## src/rtl/button_event_reader.sv

```systemverilog
// Debounced pushbutton reader with press/release/short/long event strobes
// and a wrapping press counter; one clock, async active-high reset.
module button_event_reader #(
   parameter int DEBOUNCE_CYCLES = 270000,
   parameter int LONG_CYCLES     = 27000000
) (
   input  logic       sys_clk,
   input  logic       sys_rst,
   input  logic       btn_n,
   output logic       btn_level,
   output logic       press_pulse,
   output logic       release_pulse,
   output logic       short_click,
   output logic       long_press,
   output logic [7:0] press_count
);

   localparam logic [2:0] IDLE         = 3'd0;
   localparam logic [2:0] PRESS_WAIT   = 3'd1;
   localparam logic [2:0] PRESSED      = 3'd2;
   localparam logic [2:0] LONG_HELD    = 3'd3;
   localparam logic [2:0] RELEASE_WAIT = 3'd4;

   localparam logic [23:0] DB_LAST   = 24'(DEBOUNCE_CYCLES - 1);
   localparam logic [24:0] HOLD_LAST = 25'(LONG_CYCLES - 1);
   localparam logic [24:0] HOLD_MAX  = 25'(LONG_CYCLES);

   logic [1:0]  sync_q;
   logic        btn_s;
   logic [2:0]  state_q, state_d;
   logic        from_long_q, from_long_d;
   logic [23:0] deb_q, deb_d;
   logic [24:0] hold_q, hold_d;
   logic        level_q, level_d;
   logic        press_q, press_d;
   logic        rel_q, rel_d;
   logic        short_q, short_d;
   logic        long_q, long_d;
   logic [7:0]  count_q, count_d;

   // btn_n is active-low, so the synchronizer idles at 1 (released)
   always_ff @(posedge sys_clk or posedge sys_rst) begin
      if (sys_rst) sync_q <= 2'b11;
      else         sync_q <= {sync_q[0], btn_n};
   end

   assign btn_s = sync_q[1];

   always_comb begin
      state_d     = state_q;
      from_long_d = from_long_q;
      deb_d       = deb_q;
      hold_d      = hold_q;
      level_d     = level_q;
      count_d     = count_q;
      press_d     = 1'b0;
      rel_d       = 1'b0;
      short_d     = 1'b0;
      long_d      = 1'b0;
      unique case (state_q)
         IDLE: begin
            if (!btn_s) begin
               state_d = PRESS_WAIT;
               deb_d   = 24'd1;
            end
         end
         PRESS_WAIT: begin
            if (btn_s) begin
               state_d = IDLE;
               deb_d   = '0;
            end else if (deb_q == DB_LAST) begin
               state_d = PRESSED;
               deb_d   = '0;
               hold_d  = '0;
               press_d = 1'b1;
               level_d = 1'b1;
               count_d = count_q + 8'd1;
            end else begin
               deb_d = deb_q + 24'd1;
            end
         end
         PRESSED: begin
            if (btn_s) begin
               state_d     = RELEASE_WAIT;
               from_long_d = 1'b0;
               deb_d       = 24'd1;
            end else if (hold_q == HOLD_LAST) begin
               state_d = LONG_HELD;
               hold_d  = HOLD_MAX;
               long_d  = 1'b1;
            end else begin
               hold_d = hold_q + 25'd1;
            end
         end
         LONG_HELD: begin
            if (btn_s) begin
               state_d     = RELEASE_WAIT;
               from_long_d = 1'b1;
               deb_d       = 24'd1;
            end
         end
         RELEASE_WAIT: begin
            // hold_q stays frozen here so a bounced release resumes timing
            if (!btn_s) begin
               state_d = from_long_q ? LONG_HELD : PRESSED;
               deb_d   = '0;
            end else if (deb_q == DB_LAST) begin
               state_d = IDLE;
               deb_d   = '0;
               rel_d   = 1'b1;
               short_d = !from_long_q;
               level_d = 1'b0;
            end else begin
               deb_d = deb_q + 24'd1;
            end
         end
         default: begin
            state_d = IDLE;
            deb_d   = '0;
         end
      endcase
   end

   always_ff @(posedge sys_clk or posedge sys_rst) begin
      if (sys_rst) begin
         state_q     <= IDLE;
         from_long_q <= 1'b0;
         deb_q       <= '0;
         hold_q      <= '0;
         level_q     <= 1'b0;
         press_q     <= 1'b0;
         rel_q       <= 1'b0;
         short_q     <= 1'b0;
         long_q      <= 1'b0;
         count_q     <= '0;
      end else begin
         state_q     <= state_d;
         from_long_q <= from_long_d;
         deb_q       <= deb_d;
         hold_q      <= hold_d;
         level_q     <= level_d;
         press_q     <= press_d;
         rel_q       <= rel_d;
         short_q     <= short_d;
         long_q      <= long_d;
         count_q     <= count_d;
      end
   end

   assign btn_level     = level_q;
   assign press_pulse   = press_q;
   assign release_pulse = rel_q;
   assign short_click   = short_q;
   assign long_press    = long_q;
   assign press_count   = count_q;

endmodule

```

## config.mk

```make
export PLATFORM = sky130hd
export DESIGN_NAME = button_event_reader
export DESIGN_NICKNAME = d
export VERILOG_FILES = /design/src/rtl/button_event_reader.sv
export SDC_FILE = /design/constraint.sdc
export NUM_CORES = 1
export LEC_CHECK = 0
export CORE_MARGIN = 2
export CORE_UTILIZATION = 55
export DETAILED_ROUTE_END_ITERATION = 10
export PLACE_DENSITY = 0.76
export REMOVE_ABC_BUFFERS = 1
export SYNTH_ARGS = -nofsm -noshare
export SYNTH_HDL_FRONTEND = slang
export SYNTH_SLANG_ARGS = --single-unit
export TNS_END_PERCENT = 100
```

## constraint.sdc

```tcl
create_clock -name sys_clk -period 2.5 [get_ports sys_clk]
set_clock_uncertainty 0.05 [all_clocks]
set_input_delay 0.375 -clock sys_clk [delete_from_list [all_inputs] [get_ports sys_clk]]
set_output_delay 0.375 -clock sys_clk [all_outputs]
set_load 0.1 [all_outputs]
```

== Word level (Yosys, flattened, before mapping) ==
Cells that the tools add are included.
Word-level totals
  output and inout bits: 13
  bits in registers: 68
Cells by class
  add/sub/neg operators: 3
  multiplexer cells: 40
  equal/unequal tests: 18
  reductions and logical operators: 12
  bitwise operators: 1
Operators by type and width (count)
  24-bit 2-to-1 mux: 5
  25-bit 2-to-1 mux: 4
  24-bit one-hot mux with 4 select lines: 1
  25-bit one-hot mux with 2 select lines: 1
  25-bit by 1-bit adder with 25-bit output, second input constant: 1
  25-bit == test, second input constant: 1
  24-bit by 1-bit adder with 24-bit output, second input constant: 1
  24-bit by 19-bit == test with 1-bit output, second input constant: 1
  3-bit 2-to-1 mux: 8
  1-bit 2-to-1 mux: 18
  2-bit inequality test, second input constant: 8
  3-bit one-hot mux with 5 select lines: 1
  5-bit AND reduction: 2
  3-bit inequality test, second input constant: 3
  8-bit by 1-bit adder with 8-bit output, second input constant: 1
  3-bit by 2-bit == test with 1-bit output, second input constant: 2
  3-bit AND reduction: 2
  2-bit nonzero test: 3
  1-bit one-hot mux with 2 select lines: 2
  4-bit AND reduction: 1
  3-bit by 1-bit == test with 1-bit output, second input constant: 1
  3-bit == test, second input constant: 1
  3-bit zero test: 1
  2-bit by 1-bit inequality test with 1-bit output, second input constant: 1
  other kinds (4): 4

== Longest topological paths before layout ==
Gate-level depths: netlist of run 1.
  depth in word-level cells: 4
  depth in mapped cells: 8
  depth with buffers taken out: 6

== Least setup slack after synthesis of run 1 ==
Ideal clock, no wire load.
  path kind: flip-flop to flip-flop
  from: register deb_q[15]
  to: register count_q[1] (netlist: press_count[1])
  arrival time: 2198 ps
  path buffers: 0
  stages on the path, launching flop included: 5
  slack: 126 ps
  clock period less this slack: 2374 ps
  cell sequence: dfrtp_1 > or4b_4 > or3_4 > nor4_4 > mux2_2
On the way
  word-level cells in the longest chain between the ends: 2
RTL lines
  start, declared: line 32  | logic [23:0] deb_q, deb_d;
  start signal, assigned: line 128  | deb_q <= '0;
  start signal, assigned: line 139  | deb_q <= deb_d;
  24-bit by 19-bit == test with 1-bit output: line 71  | end else if (deb_q == DB_LAST) begin
  3-bit AND reduction (no line)
  end signal, assigned: line 146  | count_q <= count_d;
  end, declared: line 39  | logic [7:0] count_q, count_d;
Every way passes these cells.
A chain may end at the register's enable or synchronous reset.

== Final worst setup path of run 1 ==
  from: register deb_q[16]
  to: register hold_q[9]
On the way
  word-level cells in the longest chain between the ends: 3
RTL lines
  24-bit by 19-bit == test with 1-bit output: line 71
  2-bit inequality test (no line)
  4-bit AND reduction (no line)
  end signal, assigned: line 140  | hold_q <= hold_d;
  end, declared: line 33  | logic [24:0] hold_q, hold_d;
Every way passes these cells.

==> summary by stage, run 1 <==
Synth
Sequential elements use a little under half of the synthesized area. In the synthesized netlist, the number of instances is ~400. The most instantiated flip-flop cell in the synthesis netlist is sky130_fd_sc_hd__dfrtp_1. The synthesized design contains 0 enable-type register cells. The mean area per synthesized cell is 9.398 um2.

The synthesized cell area is roughly 3800 um2. In this run, distinct cell masters in the synthesized netlist total 55. The share of flip-flops with an asynchronous set or reset after synthesis is 100.0%.

Synthesis inferred around 70 register bits. During synthesis, Yosys emitted a total of 0 warnings.

Run status
The run finished with clean final reports.

Clock tree
The number of levels the H-tree was split into is 3. The cts-stage hold buffer count is 0. The clock passes through at most 2 buffers. The number of sinks handled by clock tree synthesis is 68. The clock buffer count from CTS is 9. The latest clock arrival within the worst-skew pair is 0.35 ns. The number of gates resized after CTS is 0. In this run the clock root is driven by a sky130_fd_sc_hd__clkbuf_8. TritonCTS built the clock tree. The clock transition at the register clock pins on the worst setup and hold paths after CTS is approximately 0.070 ns. The post-CTS setup repair buffer count is 0.

Cells and area
The number of antenna diodes in the final layout is 0. The relative area change from synthesis to final layout is 14.67%. Once layout is complete, the utilization of the core stands at around 64%.

After the last flow step, the layout net total stands at approximately 440. In the final layout, the share of cells above drive strength 1 is about 17%. The non-filler instance count after layout is 520.

After routing the design area is 4322 um2.

Placed design
The wire-length estimate of the detail-placed layout is 6017 um. The total placed instance area is ~4100 um2. Port buffering added 15 buffers. The global placement routability congestion is around 0.86. The cell count after placement is about 510. Before CTS, the worst setup slack after placement is between 0.1 and 0.15 ns.

Critical path
The startpoint kind of the worst setup timing path is a register. The worst setup path is captured at a register. The largest fanout on the critical path is 8. The endpoint required time on the critical path is roughly 2.7 ns. The worst reg2reg path startpoint is deb_q[16].

The launch point of the critical path is deb_q[16]. The worst setup path is of the reg -> reg kind. Data on the critical path arrives at its endpoint at around 2.5 ns.

STA
The highest clock rate is about 420 MHz. The count of final max-slew check failures was 0. Setup repair after global routing left no endpoint under its margin. The number of hold violations in the final report is 0. After layout, the minimum clock period comes to roughly 2.4 ns. Dividing the final minimum period by the clock period gives between 90% and 100%. The transition time of the tightest slew-check pin is around 0.57 ns. The tightest hold margin is 0.3091 ns. In this run the tightest slew margin relative to its limit is roughly three fifths. The final worst setup slack is between 0.1 and 0.15 ns.

The final setup violation count is 0.

Detailed routing
The post-route antenna net violation count is 0. The wire length per cell is approximately 16 um. The overall routed net length is 8443 um.

For this run, design rule violations remaining after detail routing come to 0. The via total after detailed routing is about 3.2k. The average vias per placed instance is around 6.2.

The first detailed-routing pass ran for 5 iterations. The number of DRC violations after detailed-routing iteration 0 is around 240.

Pwr
VDD sags by at most about 350 uV. For this design the static power due to leakage is 1.815 nW. In this run the power density over the cells is 480.6 nW/um2.

Die
The die covers roughly 7500 um2. The x dimension of the die is roughly 87 um. Row generation in the floorplan step produced 30 rows. For this configuration, the core starts out at a cell density of between 50 and 60%. The number of placed I/O pins is 16.

The die is 86.78 um tall. The placeable core area is 6719 um2.

Run
The number of max-cap violations is 0.

Min path
The class of the worst hold path is reg -> reg. The start point of the worst min-delay path is sync_q[0].

Global routing
The first global-routing pass estimated between 10000 and 15000 um of wire. The number of antenna violations at the first check in global routing is 0. Entering global routing, the biggest net connects 26 pins. Across every metal layer, demand over resource in global routing totals between 20% and 30%. Global routing finished with a remaining overflow of 0. The number of global-route vias before repair was 3024.
-- worst paths after layout --
check	endpoint	cells past startpoint	slack, ns
max	hold_q[9]	5	0.13
min	sync_q[1]	0	0.31
max reg2reg	hold_q[9]	5	0.13
min reg2reg	sync_q[1]	0	0.31
max in group asynchronous	deb_q[3]	3	1.44
min in group asynchronous	deb_q[11]	2	0.34
-- through the flow --
step	setup TNS, ns	power, mW
2_1_floorplan	-2.005	1.197
3_3_place_gp	0	1.234
3_5_place_dp	0	1.237
4_1_cts	0	2.088
5_1_grt	0	2.149
6_report	0	2.077
-- cells by family (layout without fill, tap and decap cells) --
group | count (synthesis) | after routing | share of synthesized area [%]
compound gates | 57 | 57 | 10.82
xor+xnor | 34 | 34 | 7.902
fa+ha+maj | 3 | 3 | 0.9961
buf+inv | 26 | 65 | 2.921
flops | 68 | 68 | 45.22
mux | 2 | 2 | 0.5976
simple gates | 211 | 211 | 31.54
-- synthesized netlist by cell type (5+ instances only) --
cell type,instances,area (um2)
sky130_fd_sc_hd__nand4_1,15,93.84
sky130_fd_sc_hd__and3_1,11,68.82
sky130_fd_sc_hd__nor4b_1,6,52.55
sky130_fd_sc_hd__nand2_1,36,135.1
sky130_fd_sc_hd__or4_1,11,82.58
sky130_fd_sc_hd__xnor2_1,30,262.8
sky130_fd_sc_hd__clkbuf_1,12,45.04
sky130_fd_sc_hd__nor2b_1,5,31.28
sky130_fd_sc_hd__nor4_1,14,87.58
sky130_fd_sc_hd__a21oi_1,15,75.07
sky130_fd_sc_hd__dfrtp_1,66,1652
sky130_fd_sc_hd__inv_1,9,33.78
sky130_fd_sc_hd__o31ai_1,12,90.09
sky130_fd_sc_hd__nor3_1,17,85.08
sky130_fd_sc_hd__o21ai_0,8,40.04
sky130_fd_sc_hd__nor2_1,40,150.1
sky130_fd_sc_hd__nand3_1,26,130.1
-- report_power, final --
part	internal, mW	switching (mW)	leakage (nW)
clock network	0.452	0.412	0.0959
logic	0.0310	0.0596	0.782
registers	1.11	0.0111	0.937
total	1.59	0.482	1.81
-- registers in the layout, indices dropped and copies added (netlist names) --
name,flops
press_count,8
from_long_q,1
press_pulse,1
deb_q,24
release_pulse,1
sync_q,2
hold_q,25
btn_level,1
short_click,1
long_press,1
state_q,3
-- cells in the final DEF (no fill, tap or decap), drive strengths merged, types with 3 or more instances in the layout --
cell type	netlist	routed
a21oi	16	16
a22o	3	3
a31oi	3	3
and2	3	3
and3	11	11
and4	5	5
buf	5	39
clkbuf	12	10
clkinv	0	4
dfrtp	66	66
ha	3	3
inv	9	9
nand2	36	36
nand3	26	26
nand4	16	16
nor2	40	40
nor2b	5	5
nor3	18	18
nor4	15	15
nor4b	6	6
o21ai	8	8
o31ai	12	12
or2	4	4
or3	5	5
or4	11	11
or4b	3	3
xnor2	30	30
xor2	4	4
-- worst max-delay path, stage by stage, from the launching register on --
cell and delay [ns]:
sky130_fd_sc_hd__dfrtp_1 0.42, sky130_fd_sc_hd__or4b_4 0.56, sky130_fd_sc_hd__or2_2 0.32, sky130_fd_sc_hd__or3_1 0.41, sky130_fd_sc_hd__a21oi_2 0.40, sky130_fd_sc_hd__a21oi_1 0.08
-- routing by layer --
layer | track usage [%] | vias to the layer above | routed length [um]
met5 | 0 | - | 0
met4 | 9.943 | 0 | 178
met3 | 5.524 | 18 | 453
met2 | 35.80 | 93 | 3981
met1 | 32.35 | 1566 | 3830
li1 | - | 1549 | -
-- area by class of cell --
class,count,area [um2]
Tap cell,80,100.1
Clock buffer,10,127.6
Sequential cell,68,1704
Timing Repair Buffer,41,337.8
Multi-Input combinational cell,307,1964
Clock inverter,5,53.80
Fill cell,542,2397
Inverter,9,33.78
Power figures use the tool's default switching activity.
==> run 2: changes to the inputs <==
Settings changed: PLACE_DENSITY 0.76 to 0.73.
Clock period 2.5 ns to 2.3 ns, I/O delays scaled along.
==> summary by stage, run 2 (same netlist as run 1, synthesis figures left out) <==
Run status
The flow ran to the end, and the final reports show no timing, DRC or antenna violations.

Run
The number of max-cap violations is 0.

Min path
The class of the worst hold path is in -> async.

STA
The headroom to the max-slew limit is 64.18%. Based on the critical path, the design can be clocked at up to around 440 MHz. The number of hold violations in the final report came to 0. Setup repair after global routing could not meet its margin everywhere.

The count of final max-slew check failures came to 0. The worst path uses roughly 100% of the clock period. The transition time of the tightest slew-check pin is 0.5365 ns. The final setup violation count is 0. The clock period could shrink to approximately 2.3 ns. Final hold analysis gives a worst-case slack of 0.3069 ns.

Detailed routing
After detailed routing, the number of remaining DRC violations is 0. The via total after detailed routing is approximately 3.3k. In this run, the number of DRC markers left after iteration 0 of detailed routing was between 300 and 400. For this run, the detailed router's first-pass iteration total came to 4. Using the TritonRoute via totals, the vias-per-cell ratio works out to roughly 6. The routed design has 9218 um of wire.

The post-route antenna net violation count is 0. Dividing the detail-routed wire length by the instance count gives between 15 and 20 um.

Critical path
The path length in cells of the critical path is 7. For this run, the slowest stage of the critical path takes around 0.57 ns. At the worst endpoint, the arrival time is approximately 2.5 ns. The critical path starts at deb_q[19]. STA classifies the critical path startpoint as a register. Counting both buffers and inverters, the worst setup path holds a total of 2. In this run the register-to-register setup slack is between 0.008 and 0.009 ns. The worst setup path is captured at a register.

The worst-path cell with the longest stage delay is sky130_fd_sc_hd__or4b_4. Of all nets on the critical path, the largest fanout is 13. The worst reg2reg path startpoint is deb_q[19]. The endpoint required time on the critical path is approximately 2.5 ns. The cell seen most often among critical-path stages is sky130_fd_sc_hd__buf_6. The worst register-to-register path has a depth of 7. Walking the worst path, the cells encountered are or4b_4 > nor3_4 > buf_6 > a21oi_4 > a311oi_4 > buf_6 > nor2_1. The critical path ends at deb_q[10]. Grouping stages by cell kind, the critical path spends the most delay in simple AND/OR/NAND/NOR gates.

The worst register-to-register path ends at deb_q[10]. The worst setup path is of the reg -> reg kind.

Global routing
The number of global-route vias before repair came to ~3.2k. The first global-routing pass estimated around 15000 um of wire. The number of antenna violations at the first check in global routing was 0. For this run, the total global-route usage over all layers was measured as around a quarter. The total congestion overflow after global routing is 0. Entering global routing, the biggest net connects 33 pins.

Cells and area
The number of antenna cells inserted is 0. The area growth from synthesis to layout is 22.18%. In the final layout, the share of cells above drive strength 1 is 24.79%. The top cell types in the final layout, fill and taps aside, are sky130_fd_sc_hd__dfrtp_1 (66), sky130_fd_sc_hd__buf_4 (66), sky130_fd_sc_hd__nor2_1 (39), sky130_fd_sc_hd__nand2_1 (34), sky130_fd_sc_hd__xnor2_1 (30). The flip-flop count of the largest register, all copies and words added is 25. After the last flow step, the layout net total stands at between 400 and 500. Ranked by flip-flop count, first place goes to hold_q.

Pwr
After layout, the design draws a total of between 2 and 2.5 mW. In this run the static leakage power is 1.977 nW. The analysis attributes to net switching a power of 556.0 uW. Power spread over the standard cell area amounts to roughly 480 nW/um2. The internal power is 1.631 mW.

Of the total power, the share spent switching nets is between 20 and 30%. The sequential group share of total power is 55.7%. Per report_power, the clock group accounts for 39.0% of the total. VDD sags by at most ~310 uV. The combinational power share is around 5.4%.

Clock tree
The clock tree synthesis step divided the H-tree into 3 levels. Buffers inserted during clock tree synthesis total 9. The clock transition at the register clock pins on the worst setup and hold paths after CTS is approximately 0.080 ns.

Buffers inserted to repair hold after CTS numbered 0. At the later pin of the worst-skew pair, clock insertion delay measures approximately 0.35 ns. The CTS tree is yes. The worst-case clock buffer depth is 2. The number of sinks handled by clock tree synthesis is 68. The clock tree root buffer cell is sky130_fd_sc_hd__clkbuf_8.

Die
The vertical die dimension is roughly 87 um. The number of placed I/O pins is 16. The die is between 80 and 90 um wide. The initial core utilization is a little under three fifths. The initialized floorplan defines 30 standard-cell rows. The die covers ~7500 um2. After floorplanning, the core was sized to cover roughly 6700 um2.

Placed design
The final HPWL from detailed placement is 6591 um. The quantity of I/O buffers inserted on ports is 15. The global placement routability congestion is slightly above 0.9.
-- run 2: cell types whose count changed in the layout (fill, tap and decap cells not counted), sizes merged --
cell      previous run  this run
bufinv               1         0
buf                 39        71
clkinvlp             0         2
clkinv               4         3
-- run 2: final cells by class --
cell class                 count  area, um2
timing repair buffer          73      580.6
sequential                    68       1704
clock inverter                 5      30.03
tap                           80      100.1
clock buffer                  10      127.6
multi-input combinational    307       2028
fill                         531       2115
inverter                       9      33.78
-- run 2: how the worst min path moves through the flow --
| stage | start | end | slack [ns] | cells after the start |
|---|---|---|---|---|
| after floorplan | sync_q[0] | sync_q[1] | 0.30 | 0 |
| after global placement | sync_q[0] | sync_q[1] | 0.30 | 0 |
| after detailed placement | sync_q[0] | sync_q[1] | 0.30 | 0 |
| after CTS | sync_q[0] | sync_q[1] | 0.31 | 0 |
| after global routing | sync_q[0] | sync_q[1] | 0.31 | 0 |
| final | sys_rst | press_count[4] | 0.31 | 2 |
-- run 2: stage by stage --
step / worst slack (ns) / std cells / utilization [%] / setup TNS [ns] / cell area [um2]
2_1_floorplan: -0.2884 / 384 / - / -7.179 / 3692
3_3_place_gp: 0.05457 / 531 / 64.28 / 0 / 4319
3_5_place_dp: -0.02315 / 531 / 64.28 / -0.02808 / 4319
4_1_cts: -0.001287 / 546 / 66.82 / -0.001287 / 4489
5_1_grt: -0.07428 / 552 / 68.53 / -1.114 / 4604
6_report: 0.008137 / 552 / 68.53 / 0 / 4604
-- run 2: power groups by stage --
stage | registers [mW] | logic [mW] | clock network, mW
6_report | 1.22 | 0.118 | 0.852
5_1_grt | 1.22 | 0.135 | 0.914
4_1_cts | 1.22 | 0.107 | 0.868
3_5_place_dp | 1.24 | 0.106 | 0
3_3_place_gp | 1.24 | 0.104 | 0
2_1_floorplan | 1.24 | 0.0590 | 0
-- run 2: repair_timing --
item / in CTS / in global routing
buffers inserted: 0 / 5
resized for setup: 2 / 19
gates cloned: 0 / 1
endpoints found under the setup margin: 8 / 38
pin swaps: 1 / 5
-- run 2: layer usage --
layer,global-route usage [%],vias to the layer above,share of wire (%)
li1,-,1614,-
met1,34.60,1624,45
met2,42.66,93,49
met3,4.667,16,4.1
met4,9.943,0,1.7
met5,0,-,0
==> run 3: changes to the inputs <==
Settings changed: RECOVER_POWER from default to 100.
==> summary by stage, run 3 (same netlist as run 1, synthesis figures left out) <==
Clock tree
The number of levels the H-tree was split into is 3. The clock passes through at most 2 buffers. The clock tree root buffer cell is sky130_fd_sc_hd__clkbuf_8. The clock buffer count from CTS is 9. The CTS tree is yes. The latest clock arrival within the worst-skew pair is between 0.3 and 0.4 ns.

The number of sinks handled by clock tree synthesis is between 60 and 70. Clock-pin slew was measured on the worst setup and hold paths at 0.08 ns.

Critical path
In this run the critical register-to-register path is captured at deb_q[10]. The largest single stage delay on the critical path is approximately 0.57 ns. The data arrival time of the critical path is between 2 and 2.5 ns. Counting both buffers and inverters, the worst setup path holds a total of 2. The startpoint identified for the worst register-to-register timing path is deb_q[19]. Of all nets on the critical path, the largest fanout is 13. The endpoint class of the critical path is a register. STA classifies the critical path startpoint as a register. In this design, the largest share of critical-path delay is due to simple AND/OR/NAND/NOR gates. The launch point of the critical path is deb_q[19]. Walking the worst path, the cells encountered are or4b_4 > nor3_4 > buf_6 > a21oi_4 > a311oi_4 > buf_6 > nor2_1. The critical path class is reg -> reg.

At the worst endpoint, the required time is about 2.5 ns. The number of cells on the worst reg-to-reg path is 7. Counting stages on the worst path, the most repeated cell is sky130_fd_sc_hd__buf_6.

The slowest stage of the critical path belongs to the cell sky130_fd_sc_hd__or4b_4. The worst reg-to-reg setup slack is about 0.0054 ns.

Detailed routing
Wires add up to 9219 um. The wire length per cell is approximately 17 um. The via total after detailed routing is 3371. The post-route antenna net violation count is 0. The number of DRC violations after detailed-routing iteration 0 is 333.

After detailed routing, the number of vias per cell comes to between 6 and 7. The number of design rule violations left after detail routing is 0. Before antenna repair, the detailed router went through 6 iterations.

Cells and area
Leaving out fill and tap cells, the most frequent cells in the layout are sky130_fd_sc_hd__dfrtp_1 (66), sky130_fd_sc_hd__buf_4 (51), sky130_fd_sc_hd__nor2_1 (39), sky130_fd_sc_hd__nand2_1 (34), sky130_fd_sc_hd__xnor2_1 (30). For this run, the post-layout net count is 474. The register with the most flip-flops in the layout has 25 of them. The register bank with the most flops is hold_q. The most common cell after layout, fill and taps aside is sky130_fd_sc_hd__dfrtp_1. In the final layout, the share of cells above drive strength 1 is between 20 and 25%. The repair_antennas step left the layout with diodes totalling 0. The relative area change from synthesis to final layout is 20.55%. The number of filler cells placed in the layout is ~550.

Global routing
The first global-routing pass estimated 15320 um of wire. The maximum number of pins on one net before global-route repair is 33. For this run, the total global-route usage over all layers was measured as around a quarter.

The number of antenna violations at the first check in global routing was 0. The number of global-route vias before repair came to 3227. For this run the aggregate overflow at the end of global routing stands at 0.

Pwr
IR analysis of the VDD net gives a maximum drop of about 310 uV. The power density over the cells is 481.0 nW/um2. Net switching is about a quarter of the power. Internal power comes to 1.626 mW. For this design the total switching power over the nets is 559.1 uW. The share of total power dissipated in the clock network is between 30 and 40%. In this run the static leakage power is slightly below 2 nW.

The sequential group share of total power is a little under three fifths. Combinational logic burns 5.1% of the power. The overall power of the completed layout is ~2.2 mW.

STA
The transition time of the tightest slew-check pin is around 1.2 ns. The final setup violation count is 0. Setup repair after global routing could not meet its margin everywhere. The clock period could shrink to roughly 2.3 ns. The summed negative setup slack over all endpoints is 0 ns. The highest clock rate is 435.8 MHz. The share of the cycle needed by the critical path after routing is 99.76%. The headroom to the max-slew limit is between 20% and 30%. The count of final max-slew check failures is 0.

The number of hold violations in the final report is 0.

Placed design
The quantity of I/O buffers inserted on ports is 15. Routability-driven placement finished with a final weighted congestion of 0.9341. The final HPWL from detailed placement is about 6600 um.

Die
After floorplanning, the core was divided into 30 placement rows. The initial core utilization is between 50% and 60%. The floorplan die area is ~7500 um2. The number of placed I/O pins is 16.

The core region is about 6700 um2. The floorplan step set the die height to around 87 um. The die is 86.78 um wide.

Run
The number of max-cap violations is 0.

Min path
The hold path endpoint is sync_q[1]. The start point of the worst min-delay path is sync_q[0]. The number of cells traversed by the worst hold path is 0. The worst hold path belongs to the class reg -> reg.

Run status
The run finished with clean final reports.
run 3: cell count changes in the layout (fill, tap and decap cells not counted), sizes merged:
cell	change
dlygate4sd3	+2
buf	-15
clkbuf	+15
clkdlybuf4s50	-2
run 3: metrics by stage:
step                hold WS [ns]  instances  area, um2  setup slack, ns  util, %
floorplan                 0.2952        384       3692          -0.2884        -
global placement          0.2968        531       4319          0.05457    64.28
detailed placement        0.3001        531       4319         -0.02315    64.28
CTS                       0.3099        546       4489        -0.001287    66.82
global route              0.3149        552       4543         -0.07428    67.62
finish                    0.3070        552       4543         0.005444    67.62
run 3: power groups by stage:
| stage | clock network, mW | logic, mW | registers [mW] |
|---|---|---|---|
| floorplan | 0 | 0.0590 | 1.24 |
| global placement | 0 | 0.104 | 1.24 |
| detailed placement | 0 | 0.106 | 1.24 |
| CTS | 0.868 | 0.107 | 1.22 |
| global route | 0.914 | 0.129 | 1.22 |
| finish | 0.856 | 0.112 | 1.22 |
run 3: repair_timing:
action | CTS | global route
gates cloned | 0 | 1
pin swaps | 1 | 5
setup buffers | 0 | 5
gates resized for setup | 2 | 19
endpoints found under the setup margin | 8 | 38
hold buffers | 0 | 0
run 3: worst max-delay path by stage:
stage / to / cells past startpoint
floorplan: deb_q[10] / 5
global placement: hold_q[22] / 5
detailed placement: hold_q[22] / 5
CTS: hold_q[15] / 6
global route: hold_q[8] / 5
finish: deb_q[10] / 7
run 3: routing by layer:
metal / wire, um / share of wire, % / track usage (%)
met3: 375 / 4.1 / 4.667
met2: 4543 / 49 / 42.66
met1: 4150 / 45 / 34.60
met5: 0 / 0 / 0
met4: 150 / 1.6 / 9.943
run 3: area by class of cell:
type	count	area [um2]	area share [%]
clock inverter	5	30.03	0.6610
clock buffer	10	127.6	2.809
timing repair buffer	73	519.2	11.43
tap	80	100.1	2.203
sequential	68	1704	37.51
inverter	9	33.78	0.7436
multi-input combinational	307	2028	44.64
